==> config.mk <==
export PLATFORM = sky130hd
export DESIGN_NAME = cpu_sequencer
export DESIGN_NICKNAME = d
export VERILOG_FILES = /design/src/rtl/cpu_sequencer.sv
export SDC_FILE = /design/constraint.sdc
export NUM_CORES = 1
export LEC_CHECK = 0
export ABC_AREA = 1
export CORE_MARGIN = 4
export CORE_UTILIZATION = 30
export CTS_CLUSTER_SIZE = 20
export DETAILED_ROUTE_END_ITERATION = 16
export MAX_ROUTING_LAYER = met4
export PLACE_DENSITY = 0.62
export SLEW_MARGIN = 20
export SYNTH_ARGS = -nofsm -noshare
export SYNTH_HDL_FRONTEND = slang
export SYNTH_SLANG_ARGS = --single-unit
==> constraint.sdc <==
create_clock -name clk -period 1.5 [get_ports clk]
set_input_delay 0.45 -clock clk [delete_from_list [all_inputs] [get_ports clk]]
set_output_delay 0.45 -clock clk [all_outputs]
set_load 0.03 [all_outputs]
==> src/rtl/cpu_sequencer.sv <==
// Multi-cycle FETCH/DECODE/EXEC/MEM/WB sequencer for the 16-bit CPU with memory wait-state timeout.
// Optional retired-instruction counter is enabled by defining SEQ_RETIRE_COUNT_EN.
module cpu_sequencer #(
    parameter int MEM_TIMEOUT = 15,
    parameter int TIMEOUT_W   = 4,
    parameter int CNT_W       = 16
) (
    input  logic       clk,
    input  logic       rst_n,
    input  logic       run,
    input  logic       imem_ready,
    output logic       imem_req,
    output logic       ir_load,
    input  logic [6:0] opcode,
    input  logic       data_read_en,
    input  logic       data_write_en,
    input  logic       reg_write_en,
    input  logic       beq,
    input  logic       bne,
    input  logic       jump,
    input  logic       alu_zero,
    input  logic       dmem_ready,
    output logic       dmem_req,
    output logic       dmem_we,
    output logic       rf_we,
    output logic       pc_en,
    output logic [1:0] pc_sel,
    output logic [2:0] state,
    output logic       err
`ifdef SEQ_RETIRE_COUNT_EN
    ,
    output logic [CNT_W-1:0] instr_count
`endif
);

    // state  | meaning
    // IDLE   | waiting for run
    // FETCH  | instruction request outstanding, ir_load on imem_ready
    // DECODE | one quiet cycle for control-unit decode to settle
    // EXEC   | branch/jump retire, or dispatch to MEM / WB
    // MEM    | data access outstanding; store retires on dmem_ready
    // WB     | register write and PC advance
    // HALT   | memory timeout; only reset leaves
    typedef enum logic [2:0] {
        S_IDLE   = 3'd0,
        S_FETCH  = 3'd1,
        S_DECODE = 3'd2,
        S_EXEC   = 3'd3,
        S_MEM    = 3'd4,
        S_WB     = 3'd5,
        S_HALT   = 3'd6
    } state_t;

    state_t               state_q;
    state_t               state_d;
    state_t               next_instr;
    logic [TIMEOUT_W-1:0] wait_cnt;
    logic                 wait_at_limit;
    logic                 mem_op;
    logic                 ctl_op;
    logic                 br_taken;
    logic                 waiting;

    // opcode is carried for debug visibility only; sequencing relies on decode strobes
    logic unused_opcode;
    assign unused_opcode = ^opcode;

    assign state         = state_q;
    assign mem_op        = data_read_en | data_write_en;
    assign ctl_op        = beq | bne | jump;
    assign br_taken      = (beq & alu_zero) | (bne & ~alu_zero);
    assign next_instr    = run ? S_FETCH : S_IDLE;
    assign wait_at_limit = (wait_cnt == TIMEOUT_W'(MEM_TIMEOUT));
    assign waiting       = (imem_req & ~imem_ready) | (dmem_req & ~dmem_ready);

    always_comb begin
        state_d  = state_q;
        imem_req = 1'b0;
        ir_load  = 1'b0;
        dmem_req = 1'b0;
        dmem_we  = 1'b0;
        rf_we    = 1'b0;
        pc_en    = 1'b0;
        pc_sel   = 2'b00;
        case (state_q)
            S_IDLE: begin
                if (run) state_d = S_FETCH;
            end
            S_FETCH: begin
                imem_req = 1'b1;
                if (imem_ready) begin
                    ir_load = 1'b1;
                    state_d = S_DECODE;
                end else if (wait_at_limit) begin
                    state_d = S_HALT;
                end
            end
            S_DECODE: state_d = S_EXEC;
            S_EXEC: begin
                if (mem_op) begin
                    state_d = S_MEM;
                end else if (ctl_op) begin
                    pc_en   = 1'b1;
                    pc_sel  = jump ? 2'b10 : (br_taken ? 2'b01 : 2'b00);
                    state_d = next_instr;
                end else begin
                    state_d = S_WB;
                end
            end
            S_MEM: begin
                dmem_req = 1'b1;
                dmem_we  = data_write_en;
                if (dmem_ready) begin
                    if (data_write_en) begin
                        pc_en   = 1'b1;
                        state_d = next_instr;
                    end else begin
                        state_d = S_WB;
                    end
                end else if (wait_at_limit) begin
                    state_d = S_HALT;
                end
            end
            S_WB: begin
                rf_we   = reg_write_en;
                pc_en   = 1'b1;
                state_d = next_instr;
            end
            S_HALT: state_d = S_HALT;
            default: state_d = S_IDLE;
        endcase
    end

    // any state change restarts the wait counter, which covers every entry to FETCH and MEM
    always_ff @(posedge clk or negedge rst_n) begin
        if (!rst_n) begin
            state_q  <= S_IDLE;
            wait_cnt <= '0;
            err      <= 1'b0;
        end else begin
            state_q <= state_d;
            if (state_d != state_q) begin
                wait_cnt <= '0;
            end else if (waiting) begin
                wait_cnt <= wait_cnt + TIMEOUT_W'(1);
            end
            if (state_d == S_HALT) err <= 1'b1;
        end
    end

`ifdef SEQ_RETIRE_COUNT_EN
    always_ff @(posedge clk or negedge rst_n) begin
        if (!rst_n) begin
            instr_count <= '0;
        end else if (pc_en) begin
            instr_count <= instr_count + CNT_W'(1);
        end
    end
`else
    localparam int unused_cnt_w = CNT_W;
`endif

endmodule

## Yosys cells after proc, flatten, opt, wreduce, memory -nomap -nowiden

Cells that the tools add are included.

| operators by class | value |
|---|---|
| reductions and logical operators | 2 |
| bitwise logic cells | 12 |
| mux-type cells | 27 |
| equal/unequal tests | 9 |
| $add $sub $neg | 1 |

Operators by type and width:

| cell | count |
|---|---|
| 2-to-1 mux 3 bit | 7 |
| one-hot mux 3 bit (7 select lines) | 1 |
| equality test 3 bit (second input constant) | 4 |
| 2-to-1 mux 1 bit | 12 |
| 2-to-1 mux 2 bit | 4 |
| 2-to-1 mux 4 bit | 2 |
| equality test 3 x 2 -> 1 bit (second input constant) | 2 |
| OR 1 bit | 5 |
| adder 4 x 1 -> 4 bit (second input constant) | 1 |
| bitwise AND 1 bit | 4 |
| equality test 4 bit (second input constant) | 1 |
| equality test 3 x 1 -> 1 bit (second input constant) | 1 |
| zero test 3 bit | 1 |
| inequality test 3 bit | 1 |
| inverter 1 bit | 3 |
| one-hot mux 1 bit (3 select lines) | 1 |
| nonzero test 2 bit | 1 |

| word-level totals | value |
|---|---|
| bits of input ports | 19 |
| register bits after elaboration | 8 |
| output and inout port bits | 12 |

## Longest topological paths before layout

Gate-level depths: netlist (run 1).

| logic depth | value |
|---|---|
| word-level depth | 8 |
| mapped depth | 11 |

## Least setup slack after synthesis (run 1)

Ideal clock, no wire load.

| timing path | value |
|---|---|
| path kind | flip-flop to output port |
| start point | reg state_q[0] (netlist: state[0]) |
| end point | out pc_sel[0] |
| stages on the path, launching flop included | 7 |
| required time | 1.050 ns |
| setup slack | -0.677 ns |
| arrival | 1.727 ns |
| path through | dfrtp_1 -> buf_6 -> nand2_1 -> nor2_2 -> and2_4 -> inv_1 -> a2111oi_2 |

| between the ends | value |
|---|---|
| longest elaborated chain between the ends | 2 |

RTL lines:

| element | line | RTL |
|---|---|---|
| from (decl) | 54 | `state_t state_q;` |
| from (signal assigned) | 141 | `state_q <= state_d;` |
| equality test 3 x 2 -> 1 bit | 85 | `case (state_q)` |
| 2-to-1 mux 2 bit | 85 |  |
| to (decl) | 27 | `output logic [1:0] pc_sel,` |

No other way between the ends.

## Final worst setup path (run 1)

Same ends and word-level chain as after synthesis.

==> results of run 1 <==
cell usage after synthesis:
library cell	number	area share, %
sky130_fd_sc_hd__nand3_2	2	3.1
sky130_fd_sc_hd__dfrtp_1	8	31
sky130_fd_sc_hd__nand3b_1	1	1.2
sky130_fd_sc_hd__nand2_2	4	3.9
sky130_fd_sc_hd__xor2_1	2	2.7
sky130_fd_sc_hd__o21ai_0	2	1.6
sky130_fd_sc_hd__ha_1	1	2.0
sky130_fd_sc_hd__inv_1	11	6.5
sky130_fd_sc_hd__inv_2	3	1.8
sky130_fd_sc_hd__a21oi_1	2	1.6
sky130_fd_sc_hd__and2_4	1	1.4
sky130_fd_sc_hd__xnor2_1	1	1.4
sky130_fd_sc_hd__nor2_2	5	4.9
sky130_fd_sc_hd__nand2_1	23	14
sky130_fd_sc_hd__nand3_1	5	3.9
sky130_fd_sc_hd__nor2_1	19	11
sky130_fd_sc_hd__a2111oi_2	1	2.3
sky130_fd_sc_hd__nand4_1	2	2.0
sky130_fd_sc_hd__buf_6	1	1.8
sky130_fd_sc_hd__nor3_1	1	0.78
sky130_fd_sc_hd__a21oi_2	1	1.4
per-stage QoR:
stage	power [uW]	setup slack, ns	instances
after floorplan	1067	-0.3372	96
after global placement	1507	-0.5710	162
after detailed placement	1521	-0.5946	162
after CTS	1898	-0.3377	172
after global routing	2532	-0.4575	186
final	2367	-0.3566	186
power groups by stage:
stage | clock network (uW) | registers [uW] | logic [uW]
final | 169 | 308 | 1890
after global routing | 195 | 314 | 2020
after CTS | 180 | 305 | 1410
after detailed placement | 0 | 307 | 1210
after global placement | 0 | 303 | 1200
after floorplan | 0 | 394 | 673
logic make-up (layout without fill, tap and decap cells):
logic type / after synthesis / after routing / share of synthesized area (%)
simple gates: 63 / 63 / 45.79
compound gates: 6 / 6 / 6.849
buf+inv: 15 / 78 / 9.980
fa+ha+maj: 1 / 1 / 1.957
xor+xnor: 3 / 3 / 4.110
flops: 8 / 8 / 31.31
critical path, delay by kind of cell, from the launching register on:
kind / cells / cell delay [ns]
buffers and inverters: 2 / 0.25
DFF: 1 / 0.37
and+or+nand+nor: 3 / 0.38
AOI/OAI and AO/OA: 1 / 0.17
registers in the layout, indices dropped and copies added (netlist names):
signal    cells
err           1
state         3
wait_cnt      4
cell type report:
class,count,area share [%]
clock buffers,4,1.913
inverters,14,5.100
multi-input cells,73,35.34
flip-flops and latches,8,14.85
well taps,27,2.459
repair buffers,60,40.35
path summary, 6_finish.rpt:
check                      slack (ns)  depth (start not counted)                 endpoint                from
max                             -0.36                          6                pc_sel[0]  state[0]$_DFF_PN0_
min                              0.47                          1  wait_cnt[3]$_DFFE_PN0P_               rst_n
max reg2reg                     -0.23                         13  wait_cnt[2]$_DFFE_PN0P_  state[0]$_DFF_PN0_
min reg2reg                      0.47                          2          err$_DFFE_PN0N_     err$_DFFE_PN0N_
max in group asynchronous        0.75                          1       state[2]$_DFF_PN0_               rst_n
min in group clk                 0.47                          2          err$_DFFE_PN0N_     err$_DFFE_PN0N_
per-layer routing:
layer	vias up	part of all wire, %	global-route usage (%)	wire [um]
met1	385	41	15.24	874
li1	426	-	-	-
met2	22	56	25.30	1202
met4	0	0	3.320	0
met5	-	0	-	0
met3	0	3.8	3.047	82
repair_timing:
action | CTS | global route
gates resized for setup | 30 | 26
endpoints found under the hold margin | 0 | 0
endpoints found under the setup margin | 14 | 14
buffers inserted | 6 | 14
pin swaps | 5 | 11
==> flow_summary.html, run 1 <==
<table>
<tr><th>Metric</th><th>Value</th></tr>
<tr><th colspan="2">Outcome</th></tr>
<tr><td>Run status</td><td>complete, but fails checks</td></tr>
<tr><td>Violations in the final reports</td><td>setup timing</td></tr>
<tr><th colspan="2">Yosys</th></tr>
<tr><td>Mean instance size in the synthesized netlist</td><td>6.660 um^2</td></tr>
<tr><td>Flip-flop and latch count after synthesis</td><td>8</td></tr>
<tr><td>Number of warnings reported in the yosys synthesis log</td><td>0</td></tr>
<tr><td>Share of the yosys chip area belonging to registers</td><td>31.31%</td></tr>
<tr><td>Area of the mapped netlist</td><td>639.4 um^2</td></tr>
<tr><td>Synthesized instance count</td><td>96</td></tr>
<tr><td>Synthesized Nets</td><td>116</td></tr>
<tr><td>Count of unique library cells instantiated by Yosys</td><td>21</td></tr>
<tr><th colspan="2">Power and ir drop</th></tr>
<tr><td>Max IR drop VDD</td><td>0.0009217 V</td></tr>
<tr><td>Switch Pwr</td><td>1045 uW</td></tr>
<tr><td>Sequential fraction of design power</td><td>13.0%</td></tr>
<tr><td>Share of total power in combinational logic</td><td>79.8%</td></tr>
<tr><td>Cell-internal power</td><td>~1300 uW</td></tr>
<tr><td>Clock power share</td><td>7.2%</td></tr>
<tr><td>Sw frac</td><td>44.17%</td></tr>
<tr><td>Cell leakage power</td><td>about 0.00069 uW</td></tr>
<tr><td>Power Density</td><td>around 1700 nW/um^2</td></tr>
<tr><th colspan="2">Die</th></tr>
<tr><td>Effective utilization at floorplan</td><td>31.94%</td></tr>
<tr><td>X dimension of the die</td><td>54.17 um</td></tr>
<tr><td>I/O pin count</td><td>31</td></tr>
<tr><td>Full die area</td><td>2934 um^2</td></tr>
<tr><td>Core Area</td><td>around 2000 um^2</td></tr>
<tr><td>Die Y-Extent</td><td>54.17 um</td></tr>
<tr><td>Std cell rows</td><td>16</td></tr>
<tr><th colspan="2">STA</th></tr>
<tr><td>Part of the cycle the worst path needs</td><td>123.8%</td></tr>
<tr><td>Final critical-path setup slack</td><td>-0.3566 ns</td></tr>
<tr><td>Fin Clk Skew</td><td>0.007648 ns</td></tr>
<tr><td>Slew Viols, Final</td><td>0</td></tr>
<tr><td>Final setup violation count</td><td>15</td></tr>
<tr><td>Achievable clock frequency</td><td>538.6 MHz</td></tr>
<tr><td>Final number of hold-violating endpoints</td><td>0</td></tr>
<tr><td>Total negative slack for setup checks</td><td>-3.480 ns</td></tr>
<tr><td>Pin slew with the least headroom to its limit</td><td>0.3432 ns</td></tr>
<tr><td>Relative max-transition margin</td><td>77.05%</td></tr>
<tr><td>RSZ-0062 raised after global routing</td><td>true</td></tr>
<tr><td>Hold Slack</td><td>0.4688 ns</td></tr>
<tr><td>Shortest period the worst path allows</td><td>~1.9 ns</td></tr>
<tr><th colspan="2">GRT</th></tr>
<tr><td>Total routing usage reported by global routing</td><td>between 10% and 20%</td></tr>
<tr><td>Initial antenna violation count</td><td>0</td></tr>
<tr><td>Wire length of the first global-routing pass</td><td>2973 um</td></tr>
<tr><td>Congestion Overflow GR</td><td>0</td></tr>
<tr><td>Vias in the first global route</td><td>732</td></tr>
<tr><td>Pin count of the biggest net entering global routing</td><td>9</td></tr>
<tr><th colspan="2">Clocking</th></tr>
<tr><td>Clock tree from TritonCTS</td><td>yes</td></tr>
<tr><td>Cell chosen for the clock root</td><td>sky130_fd_sc_hd__clkbuf_4</td></tr>
<tr><td>Clk pin slew, worst setup/hold paths</td><td>0.06 ns</td></tr>
<tr><td>Count of H-tree levels built during CTS</td><td>1</td></tr>
<tr><td>Hold-fix buffers at CTS</td><td>0</td></tr>
<tr><td>Clk sink count</td><td>8</td></tr>
<tr><td>CTS max path bufs</td><td>2</td></tr>
<tr><td>Clock insertion delay at the later pin of the skew report</td><td>0.25 ns</td></tr>
<tr><td>Total CTS buffers</td><td>3</td></tr>
<tr><th colspan="2">Cells and area</th></tr>
<tr><td>Number of diodes</td><td>0</td></tr>
<tr><td>Utilization of the core after routing</td><td>between 60% and 70%</td></tr>
<tr><td>Synthesis-to-layout area growth</td><td>114.9%</td></tr>
<tr><td>Register area</td><td>slightly above 200 um^2</td></tr>
<tr><td>Area of the multi-input gates</td><td>485.5 um^2</td></tr>
<tr><td>Leading cell types in the layout, fill and taps excluded</td><td>sky130_fd_sc_hd__buf_4 (31), sky130_fd_sc_hd__nand2_1 (18), sky130_fd_sc_hd__buf_6 (16)</td></tr>
<tr><td>Area of all placed cells without fillers</td><td>about 1400 um^2</td></tr>
<tr><td>Final Net Count</td><td>180</td></tr>
<tr><td>Layout cells sized above 1</td><td>59.12%</td></tr>
<tr><td>Final-layout fill cell count</td><td>166</td></tr>
<tr><td>Most common cell after layout, fill and taps aside</td><td>sky130_fd_sc_hd__buf_4</td></tr>
<tr><th colspan="2">Detailed routing</th></tr>
<tr><td>Mean routed wirelength per cell</td><td>11.60 um</td></tr>
<tr><td>Ratio of routed vias to standard cells</td><td>4.478</td></tr>
<tr><td>Final Routed Wirelength</td><td>2158 um</td></tr>
<tr><td>Post-route DRC violation count</td><td>0</td></tr>
<tr><td>Count of vias placed by the detailed router</td><td>around 830</td></tr>
<tr><td>Count of antenna-violating nets left after detailed routing</td><td>0</td></tr>
<tr><td>Number of detailed-routing iterations run before antenna repair</td><td>4</td></tr>
<tr><td>Detailed Route Iter0 Violations</td><td>9</td></tr>
<tr><th colspan="2">Place</th></tr>
<tr><td>Buffers on Ports</td><td>23</td></tr>
<tr><td>GP Congestion</td><td>0.7672</td></tr>
<tr><td>Post-detail-place hpwl</td><td>1415 um</td></tr>
<tr><td>Post-placement cell area</td><td>1045 um^2</td></tr>
<tr><th colspan="2">Min path</th></tr>
<tr><td>Hold/Removal Path Class</td><td>in -&gt; async</td></tr>
<tr><th colspan="2">Worst setup path</th></tr>
<tr><td>Crit path launch type</td><td>register</td></tr>
<tr><td>CP cell instances</td><td>nand2_2 &gt; nor2_2 &gt; and2_4 &gt; inv_4 &gt; a2111oi_4 &gt; buf_4</td></tr>
<tr><td>Delay of the slowest cell on the worst path</td><td>0.37 ns</td></tr>
<tr><td>Critical path start-end classification</td><td>reg -&gt; out</td></tr>
<tr><td>Setup crit end kind</td><td>output pin</td></tr>
<tr><td>Cell with the biggest individual delay on the critical path</td><td>sky130_fd_sc_hd__dfrtp_2</td></tr>
<tr><td>Critical path arrival</td><td>1.41 ns</td></tr>
<tr><td>Largest fanout on the critical path</td><td>2</td></tr>
<tr><td>Worst path required time</td><td>1.05 ns</td></tr>
<tr><th colspan="2">Run</th></tr>
<tr><td>Max-cap violations</td><td>0</td></tr>
</table>
Power figures use the tool's default switching activity.
==> run 2: changes to the inputs <==
--- a/config.mk
+++ b/config.mk
@@ -10,6 +10,7 @@
 export CORE_UTILIZATION = 30
 export CTS_CLUSTER_SIZE = 20
 export DETAILED_ROUTE_END_ITERATION = 16
+export GPL_TIMING_DRIVEN = 1
 export MAX_ROUTING_LAYER = met4
 export PLACE_DENSITY = 0.62
 export SLEW_MARGIN = 20
==> results of run 2 <==
The final DEF is identical to that of run 1; final timing and power are the same.
